==> config.mk <==
export PLATFORM = sky130hd
export DESIGN_NAME = led_sequencer_flat
export DESIGN_NICKNAME = d
export VERILOG_FILES = /design/src/rtl/led_sequencer_if.sv /design/src/rtl/led_sequencer.sv /design/src/flat_wrapper.sv
export SDC_FILE = /design/constraint.sdc
export NUM_CORES = 1
export LEC_CHECK = 0
export ABC_AREA = 1
export CAP_MARGIN = 20
export CORE_UTILIZATION = 25
export CTS_BUF_LIST = sky130_fd_sc_hd__clkbuf_16
export DETAILED_ROUTE_END_ITERATION = 7
export SLEW_MARGIN = 5
export SYNTH_ARGS = -nofsm -noshare
export SYNTH_HDL_FRONTEND = slang
export SYNTH_SLANG_ARGS = --single-unit
==> constraint.sdc <==
create_clock -name clk -period 3.9 [get_ports clk]
set_input_delay 0.975 -clock clk [delete_from_list [all_inputs] [get_ports clk]]
set_output_delay 0.975 -clock clk [all_outputs]
set_load 0.005 [all_outputs]
==> src/rtl/led_sequencer_if.sv <==
`default_nettype none
// ============================================================================
//  Module      : led_sequencer_if
//  Description : Link between led_sequencer and led_controller. Carries the
//                step colour, pulse length, start/kill strobes and the
//                controller's trigger_next return.
//  Revision    : 1.0 - initial release
// ============================================================================
interface led_sequencer_if #(
  parameter int DUR_WIDTH = 27
);
  logic [2:0]           rgb;
  logic [DUR_WIDTH-1:0] pulse_duration_cycles;
  logic                 start;
  logic                 kill;
  logic                 trigger_next;

  // Sequencer side
  modport master (
    output rgb,
    output pulse_duration_cycles,
    output start,
    output kill,
    input  trigger_next
  );

  // Controller side
  modport slave (
    input  rgb,
    input  pulse_duration_cycles,
    input  start,
    input  kill,
    output trigger_next
  );
endinterface : led_sequencer_if
`default_nettype wire

==> src/rtl/led_sequencer.sv <==
`default_nettype none
// ============================================================================
//  Module      : led_sequencer
//  Description : Plays a programmable table of (rgb, duration) steps into
//                led_controller. Advances on trigger_next, with an optional
//                idle gap between steps, one-shot or looping playback, and
//                abort. Zero-duration entries are skipped without a start.
//  Revision    : 1.0 - initial release
// ============================================================================
module led_sequencer #(
  parameter int DEPTH     = 8,
  parameter int DUR_WIDTH = 27,
  parameter int GAP_WIDTH = 16
) (
  input  logic                       clk,
  input  logic                       rst_n,
  // table write port
  input  logic                       wr_en,
  input  logic [$clog2(DEPTH)-1:0]   wr_addr,
  input  logic [2:0]                 wr_rgb,
  input  logic [DUR_WIDTH-1:0]       wr_dur,
  // playback configuration and control
  input  logic [$clog2(DEPTH):0]     num_steps,
  input  logic                       loop,
  input  logic [GAP_WIDTH-1:0]       gap_cycles,
  input  logic                       go,
  input  logic                       abort,
  // link to led_controller
  led_sequencer_if.master            ctrl,
  // status
  output logic                       busy,
  output logic                       done,
  output logic [$clog2(DEPTH)-1:0]   step_idx
);

  localparam int c_AW = $clog2(DEPTH);
  localparam int c_LW = c_AW + 1;
  localparam logic [c_LW-1:0] c_DEPTH_L = c_LW'(DEPTH);

  localparam logic [1:0] c_ST_IDLE = 2'd0;
  localparam logic [1:0] c_ST_WAIT = 2'd1;
  localparam logic [1:0] c_ST_GAP  = 2'd2;
  localparam logic [1:0] c_ST_SKIP = 2'd3;

  // pattern table (not reset; contents are undefined until written)
  logic [2:0]           r_mem_rgb [DEPTH];
  logic [DUR_WIDTH-1:0] r_mem_dur [DEPTH];

  // FSM and latched playback configuration
  logic [1:0]           r_state;
  logic [c_AW-1:0]      r_cur;       // index of the step in flight / pending after a gap
  logic [c_LW-1:0]      r_len;
  logic                 r_loop;
  logic [GAP_WIDTH-1:0] r_gap;
  logic [GAP_WIDTH-1:0] r_gap_cnt;

  // registered outputs
  logic [2:0]           r_rgb;
  logic [DUR_WIDTH-1:0] r_dur;
  logic                 r_start;
  logic                 r_kill;
  logic                 r_busy;
  logic                 r_done;
  logic [c_AW-1:0]      r_step;

  // combinational decode
  logic                 w_adv;
  logic                 w_last;
  logic [c_AW-1:0]      w_next_idx;
  logic [c_AW-1:0]      w_issue_idx;
  logic [2:0]           w_rd_rgb;
  logic [DUR_WIDTH-1:0] w_rd_dur;
  logic [c_LW-1:0]      w_len_clamp;

  logic [1:0]           w_state_nxt;
  logic                 w_issue;
  logic                 w_enter_gap;
  logic                 w_finish;
  logic                 w_go_ok;

  logic [2:0]           w_rgb_d;
  logic [DUR_WIDTH-1:0] w_dur_d;
  logic                 w_start_d;
  logic                 w_kill_d;
  logic                 w_done_d;
  logic [c_AW-1:0]      w_step_d;
  logic [c_AW-1:0]      w_cur_d;
  logic [c_LW-1:0]      w_len_d;
  logic                 w_loop_d;
  logic [GAP_WIDTH-1:0] w_gap_d;
  logic [GAP_WIDTH-1:0] w_gap_cnt_d;

  // A skip behaves like an immediate trigger; in WAIT a trigger landing on
  // the start cycle belongs to the previous pulse and is dropped.
  assign w_adv       = ((r_state == c_ST_WAIT) && ctrl.trigger_next && !r_start) ||
                       (r_state == c_ST_SKIP);
  assign w_last      = ({1'b0, r_cur} == (r_len - c_LW'(1)));
  assign w_next_idx  = w_last ? '0 : (r_cur + c_AW'(1));
  assign w_len_clamp = (num_steps > c_DEPTH_L) ? c_DEPTH_L : num_steps;

  // The entry that would issue this cycle depends only on state, so the
  // table read is resolved before the FSM decision that consumes it.
  assign w_issue_idx = (r_state == c_ST_IDLE) ? '0 :
                       (r_state == c_ST_GAP)  ? r_cur : w_next_idx;
  assign w_rd_rgb    = r_mem_rgb[w_issue_idx];
  assign w_rd_dur    = r_mem_dur[w_issue_idx];

  // Table write port; legal in any state, seen by the next issue of that entry.
  always_ff @(posedge clk) begin
    if (wr_en) begin
      r_mem_rgb[wr_addr] <= wr_rgb;
      r_mem_dur[wr_addr] <= wr_dur;
    end
  end

  // State register.
  always_ff @(posedge clk or negedge rst_n) begin
    if (!rst_n) begin
      r_state <= c_ST_IDLE;
    end else begin
      r_state <= w_state_nxt;
    end
  end

  // Next-state logic: decides issue / gap / finish; abort overrides all.
  always_comb begin
    w_state_nxt = r_state;
    w_issue     = 1'b0;
    w_enter_gap = 1'b0;
    w_finish    = 1'b0;
    w_go_ok     = 1'b0;
    case (r_state)
      c_ST_IDLE: begin
        if (go && !abort && (num_steps != '0)) begin
          w_go_ok = 1'b1;
          w_issue = 1'b1;
        end
      end
      c_ST_WAIT, c_ST_SKIP: begin
        if (w_adv) begin
          if (w_last && !r_loop) begin
            w_finish    = 1'b1;
            w_state_nxt = c_ST_IDLE;
          end else if ((r_state == c_ST_WAIT) && (r_gap != '0)) begin
            w_enter_gap = 1'b1;
            w_state_nxt = c_ST_GAP;
          end else begin
            w_issue = 1'b1;
          end
        end
      end
      c_ST_GAP: begin
        if (r_gap_cnt == GAP_WIDTH'(1)) begin
          w_issue = 1'b1;
        end
      end
      default: w_state_nxt = c_ST_IDLE;
    endcase
    if (w_issue) begin
      w_state_nxt = (w_rd_dur != '0) ? c_ST_WAIT : c_ST_SKIP;
    end
    if (abort && (r_state != c_ST_IDLE)) begin
      w_state_nxt = c_ST_IDLE;
      w_issue     = 1'b0;
      w_enter_gap = 1'b0;
      w_finish    = 1'b0;
    end
  end

  // Output logic: next values for the registered outputs and datapath.
  always_comb begin
    w_rgb_d     = r_rgb;
    w_dur_d     = r_dur;
    w_start_d   = 1'b0;
    w_kill_d    = 1'b0;
    w_done_d    = w_finish;
    w_step_d    = r_step;
    w_cur_d     = r_cur;
    w_len_d     = r_len;
    w_loop_d    = r_loop;
    w_gap_d     = r_gap;
    w_gap_cnt_d = r_gap_cnt;

    if (w_go_ok) begin
      w_len_d  = w_len_clamp;
      w_loop_d = loop;
      w_gap_d  = gap_cycles;
    end

    if (w_issue) begin
      w_cur_d = w_issue_idx;
      // zero-duration entries move the cursor but leave outputs untouched
      if (w_rd_dur != '0) begin
        w_start_d = 1'b1;
        w_step_d  = w_issue_idx;
        w_rgb_d   = w_rd_rgb;
        w_dur_d   = w_rd_dur;
      end
    end

    if (w_enter_gap) begin
      w_cur_d     = w_next_idx;
      w_gap_cnt_d = r_gap;
    end else if (r_state == c_ST_GAP) begin
      w_gap_cnt_d = r_gap_cnt - GAP_WIDTH'(1);
    end

    // kill is pulsed even from IDLE; drive is cleared only when stopping a run
    if (abort) begin
      w_kill_d = 1'b1;
      if (r_state != c_ST_IDLE) begin
        w_rgb_d = '0;
        w_dur_d = '0;
      end
    end
  end

  // Output and datapath registers.
  always_ff @(posedge clk or negedge rst_n) begin
    if (!rst_n) begin
      r_rgb     <= '0;
      r_dur     <= '0;
      r_start   <= 1'b0;
      r_kill    <= 1'b0;
      r_busy    <= 1'b0;
      r_done    <= 1'b0;
      r_step    <= '0;
      r_cur     <= '0;
      r_len     <= '0;
      r_loop    <= 1'b0;
      r_gap     <= '0;
      r_gap_cnt <= '0;
    end else begin
      r_rgb     <= w_rgb_d;
      r_dur     <= w_dur_d;
      r_start   <= w_start_d;
      r_kill    <= w_kill_d;
      r_busy    <= (w_state_nxt != c_ST_IDLE);
      r_done    <= w_done_d;
      r_step    <= w_step_d;
      r_cur     <= w_cur_d;
      r_len     <= w_len_d;
      r_loop    <= w_loop_d;
      r_gap     <= w_gap_d;
      r_gap_cnt <= w_gap_cnt_d;
    end
  end

  assign ctrl.rgb                   = r_rgb;
  assign ctrl.pulse_duration_cycles = r_dur;
  assign ctrl.start                 = r_start;
  assign ctrl.kill                  = r_kill;
  assign busy                       = r_busy;
  assign done                       = r_done;
  assign step_idx                   = r_step;

endmodule : led_sequencer
`default_nettype wire

==> src/flat_wrapper.sv <==
// flat-port wrapper written by rule: the top's interface ports become plain ports
module led_sequencer_flat 
#(
  parameter int DEPTH     = 8,
  parameter int DUR_WIDTH = 27,
  parameter int GAP_WIDTH = 16
)
  (clk, rst_n, wr_en, wr_addr, wr_rgb, wr_dur, num_steps, loop, gap_cycles, go, abort, busy, done, step_idx, ctrl_rgb, ctrl_pulse_duration_cycles, ctrl_start, ctrl_kill, ctrl_trigger_next);
  led_sequencer_if #(.DUR_WIDTH(DUR_WIDTH)) ctrl_i ();
  input  logic clk;
  input  logic rst_n;
  input  logic wr_en;
  input  logic [$clog2(DEPTH)-1:0] wr_addr;
  input  logic [2:0] wr_rgb;
  input  logic [DUR_WIDTH-1:0] wr_dur;
  input  logic [$clog2(DEPTH):0] num_steps;
  input  logic loop;
  input  logic [GAP_WIDTH-1:0] gap_cycles;
  input  logic go;
  input  logic abort;
  output logic busy;
  output logic done;
  output logic [$clog2(DEPTH)-1:0] step_idx;
  output wire logic [$bits(ctrl_i.rgb)-1:0] ctrl_rgb;
  output wire logic [$bits(ctrl_i.pulse_duration_cycles)-1:0] ctrl_pulse_duration_cycles;
  output wire logic [$bits(ctrl_i.start)-1:0] ctrl_start;
  output wire logic [$bits(ctrl_i.kill)-1:0] ctrl_kill;
  input wire logic [$bits(ctrl_i.trigger_next)-1:0] ctrl_trigger_next;
  assign ctrl_rgb = ctrl_i.rgb;
  assign ctrl_pulse_duration_cycles = ctrl_i.pulse_duration_cycles;
  assign ctrl_start = ctrl_i.start;
  assign ctrl_kill = ctrl_i.kill;
  assign ctrl_i.trigger_next = ctrl_trigger_next;
  led_sequencer #(.DEPTH(DEPTH), .DUR_WIDTH(DUR_WIDTH), .GAP_WIDTH(GAP_WIDTH)) u_core (.clk(clk), .rst_n(rst_n), .wr_en(wr_en), .wr_addr(wr_addr), .wr_rgb(wr_rgb), .wr_dur(wr_dur), .num_steps(num_steps), .loop(loop), .gap_cycles(gap_cycles), .go(go), .abort(abort), .ctrl(ctrl_i), .busy(busy), .done(done), .step_idx(step_idx));
endmodule
Word level (Yosys, flattened, before mapping)
Memory sizes are Yosys's and may differ from the RTL's.
Index checks and enable logic that the tools add are counted.

storage, ports and cells
  register bits after elaboration = 79
  memory bits (writable) = 240
  bits of input ports = 60
  output and inout port bits = 37
  word-level logic and storage cells = 90
  memories = 2

memories
  memory            depth  width  rd ports  clocked after Yosys merged registers in  write ports  RTL line             source
  u_core.r_mem_dur  8      27     1         0                                        1            led_sequencer.sv:47  logic [DUR_WIDTH-1:0] r_mem_dur [DEPTH];
  u_core.r_mem_rgb  8      3      1         0                                        1            led_sequencer.sv:46  logic [2:0] r_mem_rgb [DEPTH];

cells by class
  add/subtract/negate cells = 3
  magnitude comparators = 1
  equal/unequal tests = 5
  mux-type cells = 45
  reduce and logical (&&, ||, !) cells = 21

operator list
  operator                                              number
  two-way mux 27 bit                                    4
  two-way mux 16 bit                                    2
  two-way mux 3 bit                                     9
  nonzero test 27 bit                                   1
  two-way mux 1 bit                                     21
  equality test 16 x 1 -> 1 bit, second input constant  1
  nonzero test 16 bit                                   1
  subtractor 16 x 1 -> 16 bit, second input constant    1
  two-way mux 2 bit                                     7
  nonzero test 2 bit                                    4
  logical AND 1 bit                                     7
  equality test 2 bit, second input constant            2
  equality test 3 x 4 -> 1 bit                          1
  > comparator 4 bit, second input constant             1
  two-way mux 4 bit                                     1
  nonzero test 4 bit                                    1
  subtractor 4 x 1 -> 4 bit, second input constant      1
  adder 3 x 1 -> 3 bit, second input constant           1
  zero test 1 bit                                       3
  case mux 1 bit (3 select lines)                       1
  equality test 2 x 1 -> 1 bit, second input constant   1
  zero test 2 bit                                       1
  AND reduction 2 bit                                   1
  OR reduction 2 bit                                    1
  logical OR 1 bit                                      1

Longest topological paths before layout
Gate-level depths: netlist (run 1).
An unclocked memory read counts as a cell.

  depth after elaboration = 11
  depth in mapped cells = 27
  gate-level depth less buffers = 25

Worst setup path before layout (run 1)
No wires, ideal clock.

  path kind = in2reg
  start point = input port wr_addr[0]
  end point = memory u_core.r_mem_dur[0][0], enable pin
  library setup time = 417 ps
  arrival = 2389 ps
  required time = 3483 ps
  slack = 1094 ps
  stages on the path = 3
  path buffers = 0
  cell sequence = inv_1 > nand2_1 > nor2_1

RTL lines
  element             RTL line             source
  start: declaration  flat_wrapper.sv:13   input logic [$clog2(DEPTH)-1:0] wr_addr;
  end: declaration    led_sequencer.sv:47

Straight into the memory's write port.

Worst setup path after layout (run 1)
  start point = register u_core.r_len[0]
  end point = register u_core.r_busy, in the netlist u_core.busy

between the ends
  cells in the longest elaborated chain, start to end = 11
  elaborated cells on any way between the ends = 18
  classes of those cells = 1 x add/sub; 1 x eq/ne; 12 x mux; 3 x reduce/logical; 1 x memory

ends and longest elaborated chain
  element                           RTL line              source
  start: declaration                led_sequencer.sv:52   logic [c_LW-1:0] r_len;
  start signal: assignment          led_sequencer.sv:242  r_len <= w_len_d;
  subtractor 4 x 1 -> 4 bit (*)     led_sequencer.sv:97   assign w_last = ({1'b0, r_cur} == (r_len - c_LW'(1)));
  equality test 3 x 4 -> 1 bit (*)  led_sequencer.sv:97
  two-way mux 3 bit                 led_sequencer.sv:98   assign w_next_idx = w_last ? '0 : (r_cur + c_AW'(1));
  two-way mux 3 bit                 led_sequencer.sv:104  (r_state == c_ST_GAP) ? r_cur : w_next_idx;
  two-way mux 3 bit                 led_sequencer.sv:103  assign w_issue_idx = (r_state == c_ST_IDLE) ? '0 :
  memory (8 x 27 bit)               -
  nonzero test 27 bit               led_sequencer.sv:160  w_state_nxt = (w_rd_dur != '0) ? c_ST_WAIT : c_ST_SKIP;
  two-way mux 2 bit                 led_sequencer.sv:160
  two-way mux 2 bit (*)             led_sequencer.sv:159  if (w_issue) begin
  two-way mux 2 bit (*)             led_sequencer.sv:162  if (abort && (r_state != c_ST_IDLE)) begin
  nonzero test 2 bit (*)            led_sequencer.sv:238  r_busy <= (w_state_nxt != c_ST_IDLE);
  end signal: assignment            led_sequencer.sv:238
  end: declaration                  led_sequencer.sv:62   logic r_busy;

Mark *: on every way between the ends. The rest lies on a longest branch, timed or not.
A chain may end at the register's enable or synchronous reset.

==> flow_metrics.env, run 1 <==
export IMPL_syn_num_nets=1458
export IMPL_syn_inst=1394
export IMPL_period_share_pct=89.0
export IMPL_tns_ns=0
export IMPL_critical_path_max_fanout=48
export IMPL_r2r_start="u_core.r_len[0]$_DFFE_PN0P_"
export IMPL_fp_row_count=86
export IMPL_ioPinCount=97
export IMPL_cts_resized=0
export IMPL_yosysUniqueCellTypes=32
export IMPL_netlist_area_um2=14200
export IMPL_insertion_delay_ns=0.53
export IMPL_yosys_area_top_type="edfxtp_1"
export IMPL_grt_pass1_vias=9875
export IMPL_dpl_cell_area_um2=16100
export IMPL_grt_max_degree=89
export IMPL_routed_via_density=4.44
export IMPL_routedWlPerCell_um=16.7
export IMPL_drive_above_1_share_pct=7.30
export IMPL_reg2reg_slack_ns=0.43
export IMPL_ys_ff_latch=319
export IMPL_total_power_uw=13000
export IMPL_cts_buffers=35
export IMPL_cp_data_arrival_time_ns=3.87
export IMPL_post_cts_buffers=0
export IMPL_synth_top_area_share_pct=50.9
export IMPL_dieArea_um2=57600
export IMPL_cts_root_buffer="clkbuf_16"
export IMPL_setup_slack_ns=0.428
export IMPL_finalHoldViolCount=0
export IMPL_htree_levels=2
export IMPL_fp_dieH_um=240
export IMPL_grt_first_pass_wirelength_um=58500
export IMPL_hold_buffers=0
export IMPL_drtIter0Drc=803
export IMPL_final_nets=1545
export IMPL_rr_endpoint="u_core.busy$_DFF_PN0_"
export IMPL_die_w_um=240
export IMPL_antenna_found_initial=8
export IMPL_p_per_area_nw_per_um2=750
export IMPL_worst_pin_slew_ns=0.601
export IMPL_reg2regPathDepth=23
export IMPL_fill_cells=5694
export IMPL_grtUsageTotal_pct=13.2
export IMPL_ir_drop_v=0.000334
export IMPL_clkTransAtPathRegs_ns=0.06
export IMPL_clock_skew_ns=0.0164
export IMPL_cp_start_kind="flop"
export IMPL_drv_cap=0
export IMPL_gp_congestion=0.806
export IMPL_grt_overflow=0
export IMPL_postLayoutCellArea_um2=17300
export IMPL_yosys_top_cells_area="edfxtp_1 (51%), dfrtp_1 (14%), nand2_1 (9.1%), nand3_1 (7.2%), inv_1 (4.5%)"
export IMPL_port_buffer_count=96
export IMPL_fin_crit_ns=3.47
export IMPL_post_route_drc_count=0
export IMPL_routed_wl_um=37600
export IMPL_critPathKind="flop to flop"
export IMPL_hpwl_um=22700
export IMPL_clkSinkCount=319
export IMPL_yosys_warnings=0
export IMPL_leakage_uw=0.00700
export IMPL_post_place_ws_ns=0.478
export IMPL_slew_headroom_pct=59.8
export IMPL_worstPathRequired_ns=4.30
export IMPL_synth_seq_area_share_pct=64.9
export IMPL_rsz0062_at_grt="no"
export IMPL_clk_path_buf_depth=3
export IMPL_endpoint_kind="flop"
export IMPL_ant_nets=0
export IMPL_finalSetupViolations=0
export IMPL_worstHoldPathType="input port to asynchronous set/reset pin"
export IMPL_initial_core_util_pct=25.5
export IMPL_status="finished, final reports clean"
export IMPL_report_final_slew_viol_count=0
export IMPL_first_pass_iters=5
export IMPL_cts_tree="built"
export IMPL_fmax_ghz=0.288
export IMPL_area_growth_pct=22.0
export IMPL_core_region_area_um2=55500
export IMPL_synth_avg_cell_area_um2=10.2
export IMPL_num_vias=10000
## critical path, cell delays in order (launching register included)
cell and delay (ns):
dfrtp_1 0.37, inv_2 0.07, ha_1 0.30, xnor2_1 0.15, nor2_1 0.07, nand3_2 0.11, nand2_1 0.07, nand2_2 0.12
nand2_4 0.10, inv_2 0.37, nand2_1 0.10, nand2_1 0.08, nand2_1 0.04, nand2_1 0.06, nand2_1 0.04, nand2_1 0.26
nor2_1 0.09, nand2_1 0.06, nor2_1 0.05, nand2_2 0.22, buf_12 0.28, nand2_1 0.12, nand3_1 0.12, nand2_1 0.07
## synthesized netlist by cell type, drive strengths merged
library cell  count
a21oi            31
a221o             1
a221oi            1
buf              32
clkbuf           43
dfrtp            79
edfxtp          240
ha                4
inv             175
nand2           346
nand3           204
nand3b           65
nand4             6
nor2             80
nor3              7
nor4              7
o211ai            4
o21ai            43
o221ai            7
o22ai             5
o311ai            3
xnor2             3
xor2              8
## stage by stage
step                      util, %  hold WS, ns  cells
after floorplan                 -        0.443   1394
after global placement       29.0        0.485   2191
after detailed placement     29.0        0.468   2191
after CTS                    31.1        0.489   2254
after global routing         31.1        0.437   2255
final                        31.1        0.417   2256
## worst max-delay path by stage
| stage | to | startpoint | depth (start not counted) | slack [ns] |
|---|---|---|---|---|
| final | u_core.busy$_DFF_PN0_ | u_core.r_len[0]$_DFFE_PN0P_ | 23 | 0.43 |
| after global routing | u_core.busy$_DFF_PN0_ | u_core.r_len[0]$_DFFE_PN0P_ | 26 | 0.06 |
| after CTS | u_core.busy$_DFF_PN0_ | u_core.r_len[0]$_DFFE_PN0P_ | 20 | 0.42 |
| after detailed placement | u_core.ctrl.pulse_duration_cycles[1]$_DFF_PN0_ | u_core.r_len[0]$_DFFE_PN0P_ | 19 | 0.48 |
| after global placement | u_core.ctrl.pulse_duration_cycles[8]$_DFF_PN0_ | u_core.r_len[0]$_DFFE_PN0P_ | 23 | 0.55 |
| after floorplan | u_core.r_mem_dur[0][0]$_DFFE_PP_ | wr_addr[0] | 3 | 1.09 |
## cells by family after synthesis
| family | synth area share (%) |
|---|---|
| fa+ha+maj | 0.354 |
| buf+inv | 7.10 |
| compound gates | 4.12 |
| flops | 64.9 |
| xor+xnor | 0.681 |
| simple gates | 22.9 |
## layout make-up
class	instances	area, µm²	share of cell area [%]
Timing Repair Buffer	125	1300	7.54
Clock inverter	27	236	1.37
Antenna cell	1	2.50	0.0145
Multi-Input combinational cell	825	4050	23.4
Sequential cell	319	9180	53.2
Inverter	175	657	3.81
Tap cell	748	936	5.42
Clock buffer	36	901	5.22
## cells in the final DEF, fill, tap and decap left out, types with 2 or more instances in the layout
cell and n:
xor2_1 8, nor2_1 72, o211ai_1 3, buf_4 20, bufinv_16 4, o221ai_1 7
nand3_1 203, nand3b_1 65, edfxtp_1 240, o311ai_0 3, nand4_1 6, ha_1 4
nor4_1 6, a21oi_1 22, nor2_4 8, inv_2 5, clkinvlp_4 2, clkinv_2 4
a21oi_2 9, nand2_1 340, clkdlybuf4s50_1 95, clkinv_1 10, o22ai_1 4, clkbuf_16 36
buf_12 10, inv_1 175, xnor2_1 3, nor3_1 7, o21ai_0 43, dfrtp_1 79
nand2_2 5
## state kept, by name, indices dropped and copies added, names as in the netlist
signal and cells:
u_core.ctrl.start 1, u_core.r_gap 16, u_core.step_idx 3, u_core.ctrl.pulse_duration_cycles 27
u_core.r_state 2, u_core.ctrl.kill 1, u_core.r_cur 3, u_core.ctrl.rgb 3
u_core.r_gap_cnt 16, u_core.r_mem_rgb 24, u_core.done 1, u_core.busy 1
u_core.r_mem_dur 216, u_core.r_len 4, u_core.r_loop 1
## report_power, final
group | internal [µW] | switching, µW
registers | 4110 | 330
clock network | 1940 | 1340
logic | 1760 | 3470
total | 7810 | 5140
## metal layers
layer / vias to the layer above / GRT usage (%) / routed length (µm)
li1: 4834 / - / -
met2: 270 / 20.9 / 17100
met4: 14 / 3.86 / 797
met5: - / 0 / 79
met1: 4833 / 17.6 / 17000
met3: 60 / 3.48 / 2650
(Power assumes the default switching activity.)
==> inputs of run 2 (changes only) <==
--- a/config.mk
+++ b/config.mk
@@ -8,7 +8,6 @@
 export ABC_AREA = 1
 export CAP_MARGIN = 20
 export CORE_UTILIZATION = 25
-export CTS_BUF_LIST = sky130_fd_sc_hd__clkbuf_16
 export DETAILED_ROUTE_END_ITERATION = 7
 export SLEW_MARGIN = 5
 export SYNTH_ARGS = -nofsm -noshare
==> flow_metrics.env, run 2 (synthesized netlist as in run 1, its figures left out) <==
export IMPL_ant_nets=0
export IMPL_initial_core_util_pct=25.5
export IMPL_critical_path_max_fanout=48
export IMPL_report_final_slew_viol_count=0
export IMPL_final_cells=2256
export IMPL_drv_cap=0
export IMPL_final_nets=1545
export IMPL_fin_crit_ns=3.47
export IMPL_dp_cells=2191
export IMPL_die_w_um=240
export IMPL_status="finished, final reports clean"
export IMPL_clkSinkCount=319
export IMPL_routedWlPerCell_um=16.7
export IMPL_drive_above_1_share_pct=7.30
export IMPL_cts_buffers=35
export IMPL_hpwl_um=22700
export IMPL_endpoint_kind="flop"
export IMPL_fmax_ghz=0.288
export IMPL_core_region_area_um2=55500
export IMPL_antenna_found_initial=8
export IMPL_fp_row_count=86
export IMPL_period_share_pct=88.9
export IMPL_cts_root_buffer="clkbuf_16"
export IMPL_fp_dieH_um=240
export IMPL_post_route_drc_count=0
export IMPL_layout_cells_most_common="nand2_1"
export IMPL_num_vias=10000
export IMPL_port_buffer_count=96
export IMPL_grt_max_degree=89
export IMPL_grt_first_pass_wirelength_um=58500
export IMPL_dpl_cell_area_um2=16100
export IMPL_insertion_delay_ns=0.53
export IMPL_tns_ns=0
export IMPL_worstHoldPathType="input port to asynchronous set/reset pin"
export IMPL_reg2regPathDepth=20
export IMPL_rr_endpoint="u_core.busy$_DFF_PN0_"
export IMPL_ir_drop_v=0.000336
export IMPL_grtUsageTotal_pct=13.2
export IMPL_routed_via_density=4.44
export IMPL_postLayoutCellArea_um2=17300
export IMPL_regMostFlops="u_core.r_mem_dur"
export IMPL_r2r_start="u_core.r_len[0]$_DFFE_PN0P_"
export IMPL_critPathKind="flop to flop"
export IMPL_clk_path_buf_depth=3
export IMPL_first_pass_iters=5
export IMPL_cts_tree="built"
export IMPL_finalHoldViolCount=0
export IMPL_largest_reg_flops=216
export IMPL_worstPathRequired_ns=4.36
export IMPL_reg2reg_slack_ns=0.43
export IMPL_fill_cells=5694
export IMPL_post_place_ws_ns=0.478
export IMPL_finalSetupViolations=0
export IMPL_htree_levels=2
export IMPL_routed_wl_um=37600
export IMPL_leakage_uw=0.00698
export IMPL_post_cts_buffers=0
export IMPL_hold_buffers=0
export IMPL_cts_resized=0
export IMPL_grt_overflow=0
export IMPL_grt_pass1_vias=9875
export IMPL_drtIter0Drc=797
export IMPL_cp_data_arrival_time_ns=3.92
export IMPL_crit_path_start="u_core.r_len[0]$_DFFE_PN0P_"
export IMPL_clock_skew_ns=0.0167
export IMPL_dieArea_um2=57600
export IMPL_gp_congestion=0.806
export IMPL_area_growth_pct=22.0
export IMPL_slew_headroom_pct=59.8
export IMPL_worst_pin_slew_ns=0.602
export IMPL_layout_common_cells="nand2_1 (340), edfxtp_1 (240), nand3_1 (203), inv_1 (170), clkdlybuf4s50_1 (95)"
export IMPL_ioPinCount=97
export IMPL_p_per_area_nw_per_um2=751
export IMPL_cp_start_kind="flop"
export IMPL_clkTransAtPathRegs_ns=0.06
export IMPL_setup_slack_ns=0.432
export IMPL_total_power_uw=13000
export IMPL_rsz0062_at_grt="no"
[run 2: area by class of cell]
class	instances	area, µm²	share of cell area [%]
multi-input combinational	825	4050	23.4
sequential	319	9180	53.2
clock buffer	41	920	5.33
antenna	1	2.50	0.0145
inverter	175	657	3.81
tap	748	936	5.42
clock inverter	22	218	1.26
timing repair buffer	125	1300	7.54
[run 2: per-stage QoR]
step	utilization [%]	hold slack, ns
finish	31.1	0.416
CTS	31.1	0.489
global placement	29.0	0.485
detailed placement	29.0	0.468
global route	31.1	0.437
floorplan	-	0.443
[run 2: worst max path at each step]
stage	cells past startpoint	endpoint
2_1_floorplan	3	u_core.r_mem_dur[0][0]$_DFFE_PP_
3_3_place_gp	23	u_core.ctrl.pulse_duration_cycles[8]$_DFF_PN0_
6_report	20	u_core.busy$_DFF_PN0_
3_5_place_dp	19	u_core.ctrl.pulse_duration_cycles[1]$_DFF_PN0_
4_1_cts	20	u_core.busy$_DFF_PN0_
5_1_grt	26	u_core.busy$_DFF_PN0_
[run 2: layer usage]
| metal | track usage, % | wire length (µm) | up-vias |
|---|---|---|---|
| met3 | 3.48 | 2640 | 60 |
| met4 | 3.86 | 797 | 14 |
| met5 | 0 | 79 | - |
| met1 | 17.6 | 17000 | 4845 |
| met2 | 20.9 | 17100 | 271 |
| li1 | - | - | 4834 |
[run 2: power breakdown]
| part | leakage [µW] | internal (µW) | total (µW) | switching [µW] |
|---|---|---|---|---|
| combinational | 0.00324 | 1760 | 5240 | 3480 |
| sequential | 0.00318 | 4110 | 4430 | 330 |
| clock | 0.000549 | 1960 | 3290 | 1340 |
[run 2: worst max-delay path, stage by stage, from the launching register on]
cell and delay (ns):
dfrtp_1 0.37, inv_2 0.07, ha_1 0.30, xnor2_1 0.13, nor2_1 0.13, nand3_2 0.13, nand2_1 0.10, o22ai_2 0.08
inv_1 0.38, buf_4 0.27, nand3_1 0.09, nand2_1 0.20, nand2_1 0.09, nor2_1 0.09, nand2_1 0.06, nor2_1 0.12
nand2_2 0.19, buf_12 0.26, nand2_1 0.11, nand3_1 0.11, nand2_1 0.09
==> inputs of run 3 (changes only) <==
--- a/config.mk
+++ b/config.mk
@@ -9,6 +9,7 @@
 export CAP_MARGIN = 20
 export CORE_UTILIZATION = 25
 export DETAILED_ROUTE_END_ITERATION = 7
+export GPL_TIMING_DRIVEN = 1
 export SLEW_MARGIN = 5
 export SYNTH_ARGS = -nofsm -noshare
 export SYNTH_HDL_FRONTEND = slang
==> results of run 3 <==
The final DEF is identical to that of run 2; final timing and power are the same.
